$ cat src/rtl/fp_seq_pkg.sv
// Shared definitions for the double-precision FP memory sequencer:
// state encoding, FP load/store opcodes and default port geometry.
package fp_seq_pkg;

  localparam int ADDR_W_DEF = 7;
  localparam int DATA_W_DEF = 32;

  localparam logic [5:0] OP_LDC1 = 6'h35;
  localparam logic [5:0] OP_SDC1 = 6'h3d;

  typedef enum logic [1:0] {
    IDLE = 2'd0,
    HI   = 2'd1,
    LO   = 2'd2,
    WAIT = 2'd3
  } state_t;

endpackage

$ cat src/rtl/fp_dmem_seq.sv
// Splits ldc1/sdc1 64-bit accesses into two big-endian word beats on a 32-bit memory port.
// Optional macro FP_DMEM_ALIGN_CHECK_EN rejects requests whose byte address is not 8-aligned.
module fp_dmem_seq
  import fp_seq_pkg::*;
#(
  parameter int ADDR_W = ADDR_W_DEF,
  parameter int DATA_W = DATA_W_DEF
) (
  input  logic                clk,
  input  logic                rst_n,
  input  logic                req_valid_i,
  input  logic                req_write_i,
  input  logic [31:0]         req_addr_i,
  input  logic [2*DATA_W-1:0] wdata_d_i,
  input  logic [DATA_W-1:0]   mem_q_i,
  output logic                mem_sel_o,
  output logic                CEN_o,
  output logic                WEN_o,
  output logic                OEN_o,
  output logic [ADDR_W-1:0]   A_o,
  output logic [DATA_W-1:0]   D_o,
  output logic                stall_o,
  output logic                done_o,
  output logic                fp_we_o,
  output logic [2*DATA_W-1:0] rdata_d_o,
  output logic                misalign_o
);

  state_t              state, state_nxt;
  logic [ADDR_W-1:0]   base;
  logic [ADDR_W-1:0]   req_base;
  logic                is_write;
  logic [2*DATA_W-1:0] wdata;
  logic [DATA_W-1:0]   hi_q;
  logic                aligned;
  logic                accept;
  logic                unused_addr;

`ifdef FP_DMEM_ALIGN_CHECK_EN
  assign aligned  = (req_addr_i[2:0] == 3'b000);
  assign req_base = req_addr_i[ADDR_W+1:2];
`else
  // Without the check the pair is forced onto an even word so both beats stay in one pair.
  assign aligned  = 1'b1;
  assign req_base = {req_addr_i[ADDR_W+1:3], 1'b0};
`endif

  assign unused_addr = ^{req_addr_i[31:ADDR_W+2], req_addr_i[2:0]};

  assign accept     = (state == IDLE) && req_valid_i && aligned;
  assign misalign_o = (state == IDLE) && req_valid_i && !aligned;

  // NOTE: every register, including the data latches, is reset so the
  // sequencer restarts cleanly even when reset lands in the middle of a pair.
  always_ff @(posedge clk or negedge rst_n) begin
    if (!rst_n) begin
      state    <= IDLE;
      base     <= '0;
      is_write <= 1'b0;
      wdata    <= '0;
      hi_q     <= '0;
    end else begin
      // NOTE: non-blocking assignments keep all state updates on the same edge.
      state <= state_nxt;
      if (accept) begin
        base     <= req_base;
        is_write <= req_write_i;
        wdata    <= wdata_d_i;
      end
      // Read data for the hi beat arrives the cycle after its address, i.e. during LO.
      if (state == LO && !is_write) hi_q <= mem_q_i;
    end
  end

  // NOTE: every output gets a default first so no path infers a latch.
  always_comb begin
    state_nxt = state;
    mem_sel_o = 1'b0;
    CEN_o     = 1'b1;
    WEN_o     = 1'b1;
    OEN_o     = 1'b1;
    A_o       = '0;
    D_o       = '0;
    stall_o   = 1'b0;
    done_o    = 1'b0;
    fp_we_o   = 1'b0;
    rdata_d_o = '0;
    case (state)
      IDLE: begin
        if (accept) begin
          stall_o   = 1'b1;
          state_nxt = HI;
        end
      end
      HI: begin
        mem_sel_o = 1'b1;
        CEN_o     = 1'b0;
        A_o       = base;
        stall_o   = 1'b1;
        if (is_write) begin
          WEN_o = 1'b0;
          D_o   = wdata[2*DATA_W-1:DATA_W];
        end else begin
          OEN_o = 1'b0;
        end
        state_nxt = LO;
      end
      LO: begin
        mem_sel_o = 1'b1;
        CEN_o     = 1'b0;
        A_o       = base + ADDR_W'(1);
        if (is_write) begin
          WEN_o     = 1'b0;
          D_o       = wdata[DATA_W-1:0];
          done_o    = 1'b1;
          state_nxt = IDLE;
        end else begin
          OEN_o     = 1'b0;
          stall_o   = 1'b1;
          state_nxt = WAIT;
        end
      end
      WAIT: begin
        mem_sel_o = 1'b1;
        rdata_d_o = {hi_q, mem_q_i};
        done_o    = 1'b1;
        fp_we_o   = 1'b1;
        state_nxt = IDLE;
      end
      default: state_nxt = IDLE;
    endcase
  end

endmodule

$ cat config.mk
export PLATFORM = sky130hd
export DESIGN_NAME = fp_dmem_seq
export DESIGN_NICKNAME = d
export VERILOG_FILES = /design/src/rtl/fp_seq_pkg.sv /design/src/rtl/fp_dmem_seq.sv
export SDC_FILE = /design/constraint.sdc
export NUM_CORES = 1
export LEC_CHECK = 0
export BUFFER_PORTS_ARGS = -buffer_cell sky130_fd_sc_hd__buf_2
export CAP_MARGIN = 30
export CORE_MARGIN = 5
export CORE_UTILIZATION = 42
export CTS_CLUSTER_DIAMETER = 120
export DETAILED_ROUTE_END_ITERATION = 6
export PLACE_DENSITY_LB_ADDON = 0.1
export SYNTH_ARGS = -nofsm -noshare
export SYNTH_HDL_FRONTEND = slang
export SYNTH_SLANG_ARGS = --single-unit
export TNS_END_PERCENT = 50
$ cat constraint.sdc
create_clock -name clk -period 1.7 [get_ports clk]
set_input_delay 0.255 -clock clk [delete_from_list [all_inputs] [get_ports clk]]
set_output_delay 0.255 -clock clk [all_outputs]
set_load 0.05 [all_outputs]
==> impl_metrics.env, run 1 <==
export IMPL_final_cell_mix="105 x buf_2, 103 x dfrtp_1, 76 x mux2_2"
export IMPL_final_common_cell="buf_2"
export IMPL_track_usage=0.197
export IMPL_start_util=0.424
export IMPL_postSynthAreaPerCell_um2=12.7
export IMPL_critPathMaxFanout=6
export IMPL_fin_crit_sh=1.20
export IMPL_seq_power_share=0.235
export IMPL_dp_hpwl_um=9210
export IMPL_dp_cells=756
export IMPL_cp_top_family="flip-flops"
export IMPL_timing_critical_path_buf_inv=3
export IMPL_rsz0062_at_grt="true"
export IMPL_num_vias=3912
export IMPL_layout_setup_ws_ns=-0.346
export IMPL_path_class="reg -> out"
export IMPL_syn_nets=537
export IMPL_totalWireLength_um=14500
export IMPL_drcViolationCount=0
export IMPL_r2r_start="state[1]"
export IMPL_final_area_um2=8670
export IMPL_core_area_um2=11900
export IMPL_diodes=0
export IMPL_worstPathArrival_ns=1.79
export IMPL_firstDrtPassIters=4
export IMPL_area_growth_pct=72.2
export IMPL_ys_top_cells_by_area="dfrtp_1 52%, mux2_2 17%, and2_1 8.7%"
export IMPL_clockPowerShare=0.105
export IMPL_clkTransAtPathRegs_ns=0.06
export IMPL_p_leak_nw=3.91
export IMPL_synthArstFlopShare=1.00
export IMPL_sw_frac_of_total=0.429
export IMPL_worstPathRequired_ns=1.44
export IMPL_drv_cap=0
export IMPL_grt_pass1_wl_um=22300
export IMPL_synth_edf_count=0
export IMPL_cts_root_buf="clkbuf_16"
export IMPL_fin_crit_ns=2.05
export IMPL_min_from="req_write_i"
export IMPL_nNetsFinal=779
export IMPL_start_kind="flip-flop"
export IMPL_max_freq_ghz=0.489
export IMPL_io_pins=243
export IMPL_grt_pass1_vias=4304
export IMPL_syn_inst=398
export IMPL_grt_max_degree=62
export IMPL_power_total_mw=19.8
export IMPL_cts_buffer_depth=2
export IMPL_finalSetupViolCount=135
export IMPL_seqCellArea_um2=2630
export IMPL_finalNonFillerCells=791
export IMPL_io_buffer_count=215
export IMPL_cts_tree="built"
export IMPL_ir_worst_vdd_mv=1.13
export IMPL_synth_ff_type="dfrtp_1"
export IMPL_switching_power_mw=8.50
export IMPL_cts_htree_levels=3
export IMPL_gp_congestion=0.747
export IMPL_drt_iter0_drc=118
export IMPL_via_per_inst=4.95
export IMPL_postLayoutCoreUtil=0.731
export IMPL_power_internal_mw=11.3
export IMPL_power_frac_comb=0.660
export IMPL_ant_nets=0
export IMPL_cts_sinks=105
export IMPL_place_area_um2=6860
export IMPL_ys_seq_area_frac=0.522
export IMPL_multi_input_area_um2=2890
export IMPL_status="finished, violations left"
export IMPL_hold_viol=0
export IMPL_slew_viol_final=0
export IMPL_num_rows=40
export IMPL_synth_top_area_cell="dfrtp_1"
export IMPL_fin_worst_skew_ns=0.00511
export IMPL_synth_cell_types=20
export IMPL_yosys_register_bits=105
export IMPL_syn_area_um2=5030
export IMPL_end_kind="output pin"
export IMPL_clk_latency_ns=0.34
export IMPL_crit_chain="inv_4, ha_4, clkinvlp_4, nor2_4, and2_4, buf_8"
export IMPL_p_per_area_nw_per_um2=2280
export IMPL_max_stage_delay_ns=0.44
export IMPL_crit_slowest_cell="dfrtp_2"
export IMPL_post_drt_wl_per_cell_um=18.3
export IMPL_post_place_ws_ns=-0.122
export IMPL_grt_overflow=0
export IMPL_synth_top_area_frac=0.522
export IMPL_numCtsBuffers=9
export IMPL_dieArea_um2=14300
export IMPL_die_y_um=119
export IMPL_antenna_found_initial=0
export IMPL_failed_checks="negative setup slack"
export IMPL_cp_startpoint="state[1]"
export IMPL_hp_class="in -> reg"
export IMPL_dieWidth_um=119
export IMPL_yosys_warnings=0
export IMPL_final_layout_size_suffix_gt1_frac=0.806
export IMPL_fill_cells=817
[power by group through the flow]
stage | sequential [mW] | clock, mW | combinational, mW
final | 4.66 | 2.07 | 13.1
after global placement | 4.45 | 0 | 9.88
after global routing | 4.82 | 2.23 | 13.7
after floorplan | 4.33 | 0 | 7.91
after detailed placement | 4.53 | 0 | 9.97
after CTS | 4.61 | 2.14 | 12.5
[cell type report]
cell class | instances | area share
clock buffer | 12 | 0.0296
tap | 147 | 0.0212
timing repair buffer | 260 | 0.305
inverter | 5 | 0.00318
multi-input combinational | 259 | 0.333
sequential | 105 | 0.303
clock inverter | 3 | 0.00462
[synthesized netlist by cell type, types with 2 or more instances]
cell	number
a21oi_1	2
mux2_4	27
clkbuf_1	16
o21ai_0	2
a22oi_1	32
and2_1	70
nor2_1	35
ha_1	7
buf_6	5
nand2b_1	2
inv_1	5
nand2_1	2
buf_2	7
dfrtp_1	105
mux2_2	76
[flip-flops by register name, indices dropped and copies added, names as in the netlist]
signal,cells
wdata,64
hi_q,32
base,6
state,2
is_write,1
[path summary, 6_finish.rpt]
path | endpoint | slack, ns | cells past startpoint
min reg2reg | hi_q[10] | 0.51 | 1
min | is_write | 0.14 | 2
max reg2reg | hi_q[31] | -0.10 | 5
min in group asynchronous | hi_q[18] | 0.28 | 2
max in group asynchronous | wdata[3] | 0.75 | 3
max | A_o[3] | -0.35 | 6
[what timing repair did]
item | CTS | global route
buffers inserted | 9 | 6
hold buffers | 1 | 0
pin swaps | 5 | 13
endpoints found under the setup margin | 141 | 141
cloned | 4 | 4
endpoints found under the hold margin | 9 | 0
gates resized for setup | 297 | 65
[per-stage QoR]
stage	TNS (ns)	hold slack, ns
global route	-35.47	0.133
floorplan	-2.10	-0.0406
detailed placement	-4.33	0.102
CTS	-27.99	0.123
finish	-27.31	0.141
global placement	-3.13	0.102
[logic make-up (layout without fill, tap and decap cells)]
kind of cell / count (synthesis) / after routing / share of synthesized area
simple gates: 110 / 110 / 0.120
flops: 105 / 105 / 0.522
mux: 103 / 103 / 0.250
compound gates: 38 / 38 / 0.0544
buf+inv: 34 / 280 / 0.0353
fa+ha+maj: 7 / 7 / 0.0174
other cells: 1 / 1 / 0.000745
[layer usage]
metal,up-vias,global-route usage,routed length [um]
li1,1841,-,-
met1,1935,0.232,5770
met2,120,0.341,7490
met3,16,0.0594,940
met4,0,0.0680,253
met5,-,0,0
Note: power is estimated with default switching activity, not from simulation.
==> run 2: changes to the inputs <==
Settings changed: CAP_MARGIN 30 to 0, TNS_END_PERCENT 50 to unset.
==> run 2 against run 1 <==
  * The run still ends with negative setup slack left
  * Via count rose by 3.7%
  * Total power rose by 2.2%
  * Global-route usage rose by 1.1 points
  * Sequential share of layout area fell by 0.64 points
  * Wire length rose by 6.6%
  * Fmax rose by 0.18%
  * Non-clock buffer count rose by 8
  * Sequential power fell by 0.9%
  * Clock power rose by 3%
  * First-iteration DRC count rose by 49%
  * Cell area rose by 2.2%
  * Cell count rose by 1.1%
==> impl_metrics.env, run 2 (synthesized netlist as in run 1, its figures left out) <==
export IMPL_critPathMaxFanout=4
export IMPL_dieArea_um2=14300
export IMPL_diodes=0
export IMPL_cts_root_buf="clkbuf_16"
export IMPL_antenna_found_initial=1
export IMPL_end_kind="output pin"
export IMPL_cts_buffer_depth=2
export IMPL_core_area_um2=11900
export IMPL_fin_worst_skew_ns=0.00324
export IMPL_slew_viol_final=0
export IMPL_start_kind="flip-flop"
export IMPL_totalWireLength_um=15400
export IMPL_clkTransAtPathRegs_ns=0.07
export IMPL_fin_crit_sh=1.20
export IMPL_drt_iter0_drc=176
export IMPL_worstPathRequired_ns=1.44
export IMPL_ir_worst_vdd_mv=1.23
export IMPL_r2r_end="hi_q[16]"
export IMPL_cp_startpoint="state[1]"
export IMPL_switching_power_mw=8.62
export IMPL_p_per_area_nw_per_um2=2290
export IMPL_worstPathArrival_ns=1.79
export IMPL_p_leak_nw=4.02
export IMPL_grt_pass1_vias=4420
export IMPL_failed_checks="negative setup slack"
export IMPL_rsz0062_at_grt="true"
export IMPL_drv_cap=0
export IMPL_power_internal_mw=11.6
export IMPL_grt_max_degree=45
export IMPL_nNetsFinal=787
export IMPL_final_cell_mix="105 x buf_2, 103 x dfrtp_1, 71 x mux2_2"
export IMPL_final_layout_size_suffix_gt1_frac=0.804
export IMPL_cts_sinks=105
export IMPL_postLayoutCoreUtil=0.747
export IMPL_grt_overflow=0
export IMPL_status="finished, violations left"
export IMPL_firstDrtPassIters=4
export IMPL_finalNonFillerCells=800
export IMPL_regMostFlops="wdata"
export IMPL_clockPowerShare=0.106
export IMPL_io_pins=243
export IMPL_r2r_start="state[0]"
export IMPL_holdPathEnd="wdata[2]"
export IMPL_track_usage=0.208
export IMPL_cts_tree="built"
export IMPL_hold_viol=0
export IMPL_drcViolationCount=0
export IMPL_grt_pass1_wl_um=23300
export IMPL_fin_crit_ns=2.04
export IMPL_min_from="wdata_d_i[2]"
export IMPL_dieWidth_um=119
export IMPL_ff2ff_setup_slack_ns=-0.21
export IMPL_clk_latency_ns=0.34
export IMPL_dp_cells=757
export IMPL_finalSetupViolCount=139
export IMPL_cts_htree_levels=3
export IMPL_post_drt_wl_per_cell_um=19.3
export IMPL_ant_nets=0
export IMPL_largest_reg_flops=64
export IMPL_power_total_mw=20.2
export IMPL_start_util=0.424
export IMPL_power_frac_comb=0.666
export IMPL_io_buffer_count=215
export IMPL_tns_ns=-35.31
export IMPL_numCtsBuffers=9
export IMPL_reg_largest_list="wdata x64, hi_q x32, base x6"
export IMPL_sw_frac_of_total=0.426
export IMPL_seq_power_share=0.228
export IMPL_max_freq_ghz=0.490
export IMPL_die_y_um=119
export IMPL_hp_class="in -> reg"
export IMPL_hold_depth=2
export IMPL_via_per_inst=5.07
export IMPL_reg2reg_depth=8
export IMPL_path_class="reg -> out"
export IMPL_layout_setup_ws_ns=-0.342
export IMPL_whs_ns=0.139
export IMPL_num_rows=40
export IMPL_dp_hpwl_um=9510
export IMPL_final_common_cell="buf_2"
export IMPL_num_vias=4057
export IMPL_gp_congestion=0.714
export IMPL_area_growth_pct=75.9
[run 2: changes by cell type in the layout (fill, tap and decap cells not counted), sizes merged]
cell / before / now
buf: 255 / 264
clkbuf: 16 / 14
clkinvlp: 1 / 3
clkinv: 2 / 1
inv: 4 / 5
[run 2: area by class of cell]
class | count | area (um^2)
Sequential cell | 105 | 2630
Clock inverter | 5 | 62.6
Fill cell | 775 | 3010
Timing Repair Buffer | 268 | 2850
Multi-Input combinational cell | 259 | 2850
Clock buffer | 11 | 253
Tap cell | 147 | 184
Inverter | 5 | 25.0
[run 2: worst max-delay path: stages, from the launching register on]
cell	delay, ns
dfrtp_2	0.43
buf_6	0.13
ha_4	0.17
buf_12	0.13
buf_16	0.13
buf_6	0.11
a21o_2	0.20
buf_12	0.15
[run 2: timing repair]
action / in CTS / in global routing
hold buffers: 1 / 0
resized for setup: 313 / 57
buffers inserted: 15 / 6
gates cloned: 8 / 3
endpoints found under the setup margin: 123 / 141
pin swaps: 8 / 8
endpoints found under the hold margin: 27 / 0
[run 2: per-stage QoR]
step	area, um^2	setup WS [ns]
final	8850	-0.342
after global routing	8850	-0.411
after detailed placement	6900	-0.126
after CTS	8630	-0.383
after global placement	6900	-0.0973
after floorplan	5500	-0.0906
[run 2: worst max-delay path by stage]
stage,endpoint,slack [ns],cells after the start
finish,done_o,-0.34,7
global route,A_o[5],-0.41,6
CTS,A_o[5],-0.38,6
detailed placement,D_o[5],-0.13,6
global placement,D_o[5],-0.1,6
floorplan,stall_o,-0.09,8
[run 2: power by group through the flow]
stage | logic [mW] | registers (mW) | clock network [mW]
finish | 13.5 | 4.62 | 2.14
global route | 14.1 | 4.77 | 2.32
CTS | 13.0 | 4.58 | 2.21
detailed placement | 10.1 | 4.53 | 0
global placement | 9.94 | 4.44 | 0
floorplan | 7.91 | 4.33 | 0
[run 2: layer usage]
metal	wire length, um	global-route usage
met4	180	0.0429
met3	1150	0.0688
met2	8220	0.373
met5	11	0
met1	5850	0.242
==> run 3: changes to the inputs <==
Settings changed: ABC_AREA set to 1, CORE_UTILIZATION 42 to 43.
Clock period 1.7 ns to 1.8 ns, I/O delays scaled along.
==> run 3 against run 2 <==
  * The run still ends with negative setup slack left
  * Combinational power decreased by 14%
  * Via count increased by 40%
  * Register-to-register slack better by 0.35 ns
  * Worst hold slack better by 0.0017 ns
  * Largest cell class is now multi-input combinational cells
==> impl_metrics.env, run 3 <==
export IMPL_drt_iter0_drc=346
export IMPL_start_util=0.435
export IMPL_status="finished, violations left"
export IMPL_start_kind="flip-flop"
export IMPL_fin_worst_skew_ns=0.00433
export IMPL_grt_pass1_vias=5686
export IMPL_drcViolationCount=0
export IMPL_final_layout_size_suffix_gt1_frac=0.468
export IMPL_dr_wl_met2_um=9950
export IMPL_cts_root_buf="clkbuf_16"
export IMPL_dieWidth_um=122
export IMPL_finalSetupViolCount=105
export IMPL_worstPathRequired_ns=1.53
export IMPL_ys_top_cells_by_count="300 x nand2_1, 128 x nand3_1, 105 x dfrtp_1"
export IMPL_postSynthAreaPerCell_um2=7.40
export IMPL_p_leak_nw=4.48
export IMPL_tns_ns=-19.34
export IMPL_fill_cells=893
export IMPL_numCtsBuffers=9
export IMPL_dp_hpwl_um=10800
export IMPL_power_total_mw=18.0
export IMPL_failed_checks="negative setup slack"
export IMPL_synth_ff_type="dfrtp_1"
export IMPL_syn_area_um2=5420
export IMPL_end_kind="output pin"
export IMPL_ir_worst_vdd_mv=1.30
export IMPL_cts_tree="built"
export IMPL_ant_nets=0
export IMPL_cts_sinks=105
export IMPL_num_rows=41
export IMPL_via_per_inst=4.99
export IMPL_rsz0062_at_grt="true"
export IMPL_io_pins=243
export IMPL_dr_wl_met3_um=1120
export IMPL_grt_pass1_wl_um=28000
export IMPL_hold_depth=3
export IMPL_cts_htree_levels=3
export IMPL_min_from="mem_q_i[6]"
export IMPL_max_stage_delay_ns=0.45
export IMPL_slew_viol_final=0
export IMPL_regMostFlops="wdata"
export IMPL_cts_buffer_depth=2
export IMPL_ff2ff_setup_slack_ns=0.14
export IMPL_syn_nets=872
export IMPL_ys_seq_area_frac=0.485
export IMPL_post_place_ws_ns=-0.131
export IMPL_antenna_found_initial=0
export IMPL_layout_setup_ws_ns=-0.237
export IMPL_hold_viol=0
export IMPL_yosysMostFrequentCell="nand2_1"
export IMPL_drv_cap=0
export IMPL_firstDrtPassIters=4
export IMPL_critPathMaxFanout=6
export IMPL_synth_top_area_frac=0.485
export IMPL_ys_top_cells_by_area="dfrtp_1 48%, nand2_1 21%, nand3_1 12%"
export IMPL_max_freq_ghz=0.491
export IMPL_final_common_cell="nand2_1"
export IMPL_area_growth_pct=71.4
export IMPL_io_buffer_count=215
export IMPL_grt_max_degree=79
export IMPL_clk_latency_ns=0.34
export IMPL_r2r_start="state[0]"
export IMPL_fin_crit_ns=2.04
export IMPL_final_cell_mix="248 x nand2_1, 120 x nand3_1, 104 x buf_2"
export IMPL_final_area_um2=9290
export IMPL_yosys_warnings=0
export IMPL_totalWireLength_um=19000
export IMPL_path_class="reg -> out"
export IMPL_yosys_register_bits=105
export IMPL_synth_edf_count=0
export IMPL_gp_congestion=0.803
export IMPL_fin_crit_sh=1.13
export IMPL_r2r_end="hi_q[31]"
export IMPL_worstPathArrival_ns=1.77
export IMPL_synth_top_area_cell="dfrtp_1"
export IMPL_core_area_um2=12500
export IMPL_num_vias=5664
export IMPL_crit_slowest_cell="dfrtp_2"
export IMPL_diodes=0
export IMPL_clkTransAtPathRegs_ns=0.07
export IMPL_holdPathEnd="hi_q[6]"
export IMPL_crit_chain="buf_4, ha_4, buf_12, clkbuf_16, nand2_2, clkinvlp_4, buf_6"
export IMPL_reg_largest_list="wdata x64, hi_q x32, base x6"
export IMPL_route_layer_met1_wl_um=7550
export IMPL_track_usage=0.234
export IMPL_postLayoutCoreUtil=0.745
export IMPL_hp_class="in -> reg"
export IMPL_reg2reg_depth=8
export IMPL_place_area_um2=7350
export IMPL_syn_inst=733
export IMPL_synth_cell_types=19
export IMPL_post_drt_wl_per_cell_um=16.8
export IMPL_nNetsFinal=1098
export IMPL_p_per_area_nw_per_um2=1930
export IMPL_top_layer="met4"
export IMPL_grt_overflow=0
export IMPL_die_y_um=122
export IMPL_dieArea_um2=15000
export IMPL_largest_reg_flops=64
export IMPL_synthArstFlopShare=1.00
[run 3: changes by cell type in the layout (fill, tap and decap cells not counted), sizes merged, moves of 5 or more]
cell,change
a22oi,-32
nand3,+128
a21oi,+37
clkinvlp,+46
nand2,+300
inv,+25
clkbuf,+5
and2,-70
nor2,-19
mux2,-103
[run 3: cell families after synthesis]
group	synth area share
flip-flops	0.485
buffers and inverters	0.117
AND/OR/NAND/NOR	0.343
adder cells (fa/ha/maj)	0.0162
other	0.000692
AO/OA/AOI/OAI	0.0383
[run 3: stage by stage]
step / std cells / hold slack, ns
floorplan: 733 / -0.0256
detailed placement: 1094 / 0.195
finish: 1135 / 0.141
global route: 1135 / 0.154
CTS: 1122 / 0.131
global placement: 1094 / 0.187
[run 3: worst max-delay path by stage]
stage / from / endpoint / cells after the start
floorplan: state[0] / A_o[1] / 4
global placement: state[0] / A_o[2] / 5
detailed placement: state[0] / A_o[2] / 5
CTS: state[0] / D_o[12] / 6
global route: state[0] / rdata_d_o[31] / 7
finish: state[0] / rdata_d_o[31] / 7
[run 3: routing by layer]
layer,up-vias,track usage
met4,0,0.0763
met3,31,0.0378
met1,2709,0.298
met5,-,0
met2,208,0.407
li1,2716,-
[run 3: power breakdown]
part | internal (mW) | total, mW | switching [mW]
Sequential | 3.51 | 4.29 | 0.773
Combinational | 4.67 | 11.6 | 6.94
Clock | 1.22 | 2.06 | 0.837
[run 3: final cells by class]
cell class,instances,area (um^2),area share
multi-input cells,495,2860,0.308
repair buffers,269,2780,0.299
flip-flops and latches,105,2630,0.283
inverters,79,493,0.0530
clock buffers,13,280,0.0302
well taps,172,215,0.0232
clock inverters,2,35.0,0.00377
[run 3: timing repair]
action	in CTS	in global routing
hold buffers	1	0
gates resized for setup	269	91
gates cloned	6	8
endpoints found under the hold margin	20	0
endpoints found under the setup margin	109	110
pin swaps	4	5
buffers inserted	6	5
[run 3: critical path, delay by kind of cell, from the launching register on]
family	cells	cell delay, ns
and+or+nand+nor	1	0.09
buffers and inverters	5	0.72
adders and majority gates	1	0.17
DFF	1	0.45
